==> src/rtl/sfq_cell_pkg.sv <==
// rtl/sfq_cell_pkg.sv - shared SFQ cell constants: bias delay table and splitter stage count
package sfq_cell_pkg;

  localparam int NUM_BIAS = 12;

  // Per-stage delay in ticks for bias levels 70%..125% in 5% steps
  localparam logic [4:0] BIAS_LUT [NUM_BIAS] = '{
    5'd16, 5'd13, 5'd12, 5'd10, 5'd9, 5'd9, 5'd8, 5'd7, 5'd7, 5'd6, 5'd6, 5'd6
  };

  function automatic logic [3:0] clamp_bias(input logic [3:0] idx);
    return (idx > 4'(NUM_BIAS - 1)) ? 4'(NUM_BIAS - 1) : idx;
  endfunction

  function automatic int pspl_stages(input int n);
    return (n <= 2) ? 1 : $clog2(n);
  endfunction

endpackage

==> src/rtl/pspl_slot.sv <==
// rtl/pspl_slot.sv - one in-flight pulse entry: valid flag plus release timestamp
module pspl_slot #(
  parameter int TS_W = 8
) (
  input  logic            clk,
  input  logic            rst,
  input  logic            load,
  input  logic [TS_W-1:0] stamp,
  input  logic [TS_W-1:0] ts,
  output logic            valid,
  output logic            match
);

  logic [TS_W-1:0] rel_ts;
  logic            clear;

  assign match = valid && (rel_ts == ts);
  assign clear = match;

  // load is only ever raised for a free slot, so it never collides with clear
  always_ff @(posedge clk or posedge rst) begin
    if (rst) begin
      valid  <= 1'b0;
      rel_ts <= '0;
    end else if (load) begin
      valid  <= 1'b1;
      rel_ts <= stamp;
    end else if (clear) begin
      valid  <= 1'b0;
    end
  end

endmodule

==> src/rtl/pspl_n_timed.sv <==
// rtl/pspl_n_timed.sv - timed 1:N SFQ pulse splitter with runtime bias delay; PSPL_VIOL_CNT_EN adds viol_cnt
module pspl_n_timed
  import sfq_cell_pkg::*;
#(
  parameter int N_OUT   = 2,
  parameter int MIN_SEP = 4,
  parameter int DEPTH   = 8,
  parameter int TS_W    = 8,
  parameter int CNT_W   = 8
) (
  input  logic             clk,
  input  logic             rst,
  input  logic             a,
  input  logic [3:0]       bias_idx,
  output logic [N_OUT-1:0] y,
  output logic             busy,
  output logic             viol
`ifdef PSPL_VIOL_CNT_EN
  ,
  output logic [CNT_W-1:0] viol_cnt
`endif
);

  localparam int STG   = pspl_stages(N_OUT);
  localparam int SEP_W = (MIN_SEP < 1) ? 1 : $clog2(MIN_SEP + 1);

  if (16 * STG >= 2 ** TS_W) begin : g_ts_too_narrow
    $error("pspl_n_timed: TS_W too narrow for the longest delay");
  end
  if (N_OUT < 2 || DEPTH < 1 || CNT_W < 1) begin : g_bad_params
    $error("pspl_n_timed: N_OUT must be >= 2, DEPTH and CNT_W >= 1");
  end

  logic [TS_W-1:0]  ts;
  logic [TS_W-1:0]  delay;
  logic [TS_W-1:0]  stamp;
  logic [DEPTH-1:0] valid;
  logic [DEPTH-1:0] match;
  logic [DEPTH-1:0] free_oh;
  logic [DEPTH-1:0] load;
  logic [SEP_W-1:0] sep_cnt;
  logic             sep_seen;
  logic             sep_ok;
  logic             accept;
  logic             reject;

  assign delay  = TS_W'(STG * int'(BIAS_LUT[clamp_bias(bias_idx)]));
  assign stamp  = ts + delay;
  assign sep_ok = !sep_seen || (sep_cnt >= SEP_W'(MIN_SEP));
  assign accept = a && sep_ok && (|free_oh);
  assign reject = a && !accept;
  assign load   = accept ? free_oh : '0;
  assign busy   = |valid;

  // Scan high to low so the lowest free slot is the one left selected
  always_comb begin
    free_oh = '0;
    for (int i = DEPTH - 1; i >= 0; i--) begin
      if (!valid[i]) begin
        free_oh    = '0;
        free_oh[i] = 1'b1;
      end
    end
  end

  for (genvar g = 0; g < DEPTH; g++) begin : g_slot
    pspl_slot #(.TS_W(TS_W)) u_slot (
      .clk   (clk),
      .rst   (rst),
      .load  (load[g]),
      .stamp (stamp),
      .ts    (ts),
      .valid (valid[g]),
      .match (match[g])
    );
  end

  // sep_cnt counts edges since the last accept and parks at MIN_SEP
  always_ff @(posedge clk or posedge rst) begin
    if (rst) begin
      ts       <= '0;
      sep_cnt  <= '0;
      sep_seen <= 1'b0;
      y        <= '0;
      viol     <= 1'b0;
    end else begin
      ts   <= ts + 1'b1;
      y    <= {N_OUT{|match}};
      viol <= reject;
      if (accept) begin
        sep_seen <= 1'b1;
        sep_cnt  <= SEP_W'(1);
      end else if (sep_cnt < SEP_W'(MIN_SEP)) begin
        sep_cnt  <= sep_cnt + 1'b1;
      end
    end
  end

`ifdef PSPL_VIOL_CNT_EN
  always_ff @(posedge clk or posedge rst) begin
    if (rst) begin
      viol_cnt <= '0;
    end else if (reject && (viol_cnt != '1)) begin
      viol_cnt <= viol_cnt + 1'b1;
    end
  end
`endif

endmodule

==> config.mk <==
export PLATFORM = sky130hd
export DESIGN_NAME = pspl_n_timed
export DESIGN_NICKNAME = d
export VERILOG_FILES = /design/src/rtl/sfq_cell_pkg.sv /design/src/rtl/pspl_slot.sv /design/src/rtl/pspl_n_timed.sv
export SDC_FILE = /design/constraint.sdc
export NUM_CORES = 1
export LEC_CHECK = 0
export ABC_AREA = 0
export BUFFER_PORTS_ARGS = -buffer_cell sky130_fd_sc_hd__buf_2
export CORE_MARGIN = 2
export CORE_UTILIZATION = 30
export CTS_CLUSTER_SIZE = 12
export DETAILED_ROUTE_END_ITERATION = 7
export GPL_ROUTABILITY_DRIVEN = 0
export HOLD_SLACK_MARGIN = 0.15
export PLACE_DENSITY = 0.46
export SLEW_MARGIN = 25
export SYNTH_ARGS = -nofsm -noshare
export SYNTH_HDL_FRONTEND = slang
export SYNTH_SLANG_ARGS = --single-unit
==> constraint.sdc <==
create_clock -name clk -period 3.39 [get_ports clk]
set_input_delay 0.339 -clock clk [delete_from_list [all_inputs] [get_ports clk]]
set_output_delay 0.339 -clock clk [all_outputs]
set_load 0.02 [all_outputs]
==> results.md <==
- VDD IR max: 0.269 mV
- Clk root buf: clkbuf_16
- Crit path max fanout: 8
- Post-synth cell types: 43
- Drt pass-1 iters: 4
- Final min period: 2.78 ns
- Crit path required time: 3.66 ns
- Antenna-violating nets left: 0
- Synth warnings: 0
- Slew Limit Fails: 0
- CP top delay family: compound AO/OA/AOI/OAI gates
- Setup WS pre-CTS: 0.232 ns
- Pleak: 2.31 nW
- Vias in the first global route: 2,874
- Achievable Freq: 359 MHz
- Routed WL per cell: 17.6 um
- HPWL Detailed: 6920 um
- Worst Path Buf+Inv: 2
- Number of flops mapped to enable cells by yosys: 0
- CTS Buf Count: 9
- Synth Cell Area: 4510 um2
- Row cnt: 44
- Number of setup buffers added after CTS: 0
- Die Y: 127 um
- Worst Hold Slack: 0.123 ns
- CP Class: in2reg
- P per Cell Area: 696 nW/um2
- Aggregate routed wire length: 10,300 um
- Clk_lat worst skew: 0.34 ns
- Initial DRC count: 150
- Syn nets: 399
- Share of layout cells above drive strength 1: 0.254
- Max-cap violations: 0
- Largest net degree at the start of global routing: 46
- Area grow syn2layout: 11.7%
- Syn avg cell area: 11.9 um2
- Total grt overflow: 0
- Initial antenna violation count: 0
- Net count, final: 416
- GRT Total Usage: 0.136
- DR vias: 2,837
- Post-synth ARST share: 1.00
- Worst Path Arrival: 3.06 ns
- H-tree lvl count: 3
- Num Clock Sinks: 86
- Post-synthesis cell count: 379
- I/O Pins: 11
- Die area: 16,000 um2
- Routed vias/inst: 4.85
- Result of the run: finished, final reports clean
- TNS Setup: 0 ns
- Startpoint types: input port
- Hold Crit Class: in2async
- Max Clock Skew: 0.00600 ns
- Die width: 127 um
- Final worst slack: 0.607 ns
- CTS Buffer Depth: 2
- Final std cell area, no fill: 5040 um2
- Final Hold Viols: 0
- CORE AREA: 14,600 um2
- Register area share after synthesis: 0.477
- Worst-path clk slew: 0.06 ns
- Post-CTS sizing: 0
- Setup crit end kind: flip-flop
- Slew margin rel.: 0.378
- Worst-Margin Slew: 0.933 ns
- First-pass GRT wire length: 16,600 um
- N_diodes: 0
- RSZ-0062 raised after global routing: no
- Synth Register Bits: 86
- Final setup viols: 0
- PortBufs: 10
- Post-synth top flop: dfrtp_1
- Starting Density: 0.309
- CP peak stage delay: 0.46 ns
- Hold-fix buffer count after cts: 0
- Slowest cell on the critical path: xor2_1
- Remaining DRCs: 0
- Critical path cell sequence: buf_2 > a21o_1 > inv_1 > ha_1 > nand2_1 > o21ai_0 > o21ai_0 > ha_1 > fa_1 > a21o_1 > a211oi_1 > nor2_1 > xor2_1 > mux2_2
- TritonCTS clock tree: done
- Area after DPL: 4750 um2
- Crit share post-route: 0.821
==> cells in the mapped netlist (2+ instances only) <==
master,instances,area share
xor2_1,35,0.068
a21o_1,7,0.012
nor4_1,8,0.011
nand4_1,9,0.012
xnor2_1,40,0.078
nand3_1,9,0.010
clkbuf_1,2,0.0017
nand2_1,17,0.014
buf_2,2,0.0022
nor4_4,2,0.0094
mux2_2,55,0.14
ha_1,12,0.033
buf_6,6,0.015
o21ai_0,11,0.012
a21oi_1,11,0.012
buf_4,5,0.0083
dfrtp_1,86,0.48
nand2_4,2,0.0050
nor2_1,14,0.012
nor3_1,6,0.0067
nor3b_1,5,0.0083
and3_1,3,0.0042
inv_1,12,0.010
==> final timing paths <==
check | cells after the start | from | slack (ns) | to
worst max-delay path | 14 | bias_idx[2] | 0.61 | g_slot[3].u_slot.rel_ts[6]
worst min-delay path | 2 | rst | 0.12 | sep_cnt[0]
worst max register to register | 7 | ts[0] | 1.05 | g_slot[3].u_slot.rel_ts[6]
worst min register to register | 2 | sep_seen | 0.47 | sep_seen
max in group asynchronous | 3 | rst | 2.45 | g_slot[2].u_slot.rel_ts[6]
min in group clk | 2 | a | 0.27 | viol
==> registers in the layout, summed over array words and instances, names as in the netlist <==
register,count
y,1
viol,1
sep_cnt,3
g_slot.u_slot.valid,8
sep_seen,1
g_slot.u_slot.rel_ts,64
ts,8
==> cell families after synthesis <==
| logic type | Yosys count | synth area share |
|---|---|---|
| xor+xnor | 75 | 0.146 |
| fa+ha+maj | 13 | 0.0377 |
| buf+inv | 27 | 0.0372 |
| simple gates | 85 | 0.110 |
| compound gates | 36 | 0.0500 |
| mux | 57 | 0.142 |
| flops | 86 | 0.477 |
==> cell type report <==
class | instances | area [um2]
Clock inverter | 3 | 17.5
Fill cell | 1436 | 9550
Tap cell | 184 | 230
Inverter | 12 | 46.3
Multi-Input combinational cell | 266 | 2190
Timing Repair Buffer | 21 | 133
Clock buffer | 13 | 270
Sequential cell | 86 | 2150
==> power breakdown <==
group / leakage [nW] / internal, mW / total (mW) / switching (mW)
Sequential: 1.07 / 1.36 / 1.61 / 0.258
Combinational: 1.09 / 0.508 / 0.931 / 0.423
Clock: 0.142 / 0.555 / 0.962 / 0.407
==> metal layers <==
| metal | share of wire | track usage |
|---|---|---|
| met3 | 0.030 | 0.0211 |
| met4 | 0.018 | 0.0517 |
| met5 | 0 | 0 |
| met2 | 0.47 | 0.217 |
| met1 | 0.48 | 0.188 |
==> metrics by stage <==
step / power (mW) / std cells / util
after floorplan: 2.35 / 379 / -
after global placement: 2.54 / 569 / 0.326
after detailed placement: 2.57 / 569 / 0.326
after CTS: 3.54 / 585 / 0.345
after global routing: 3.72 / 585 / 0.345
final: 3.51 / 585 / 0.345
==> cells in the final DEF (no fill, tap or decap), drive strengths merged, types with 3 or more instances in the layout <==
cell type / count
nor3b: 5
clkinv: 3
nand3: 9
and3: 3
nor2: 15
nor4: 10
inv: 11
xnor2: 40
buf: 21
a21oi: 11
nand4: 9
nor3: 7
a21o: 7
xor2: 35
o21ai: 12
ha: 12
clkbuf: 13
nand2: 19
dfrtp: 86
mux2: 56
Power figures use the tool's default switching activity.
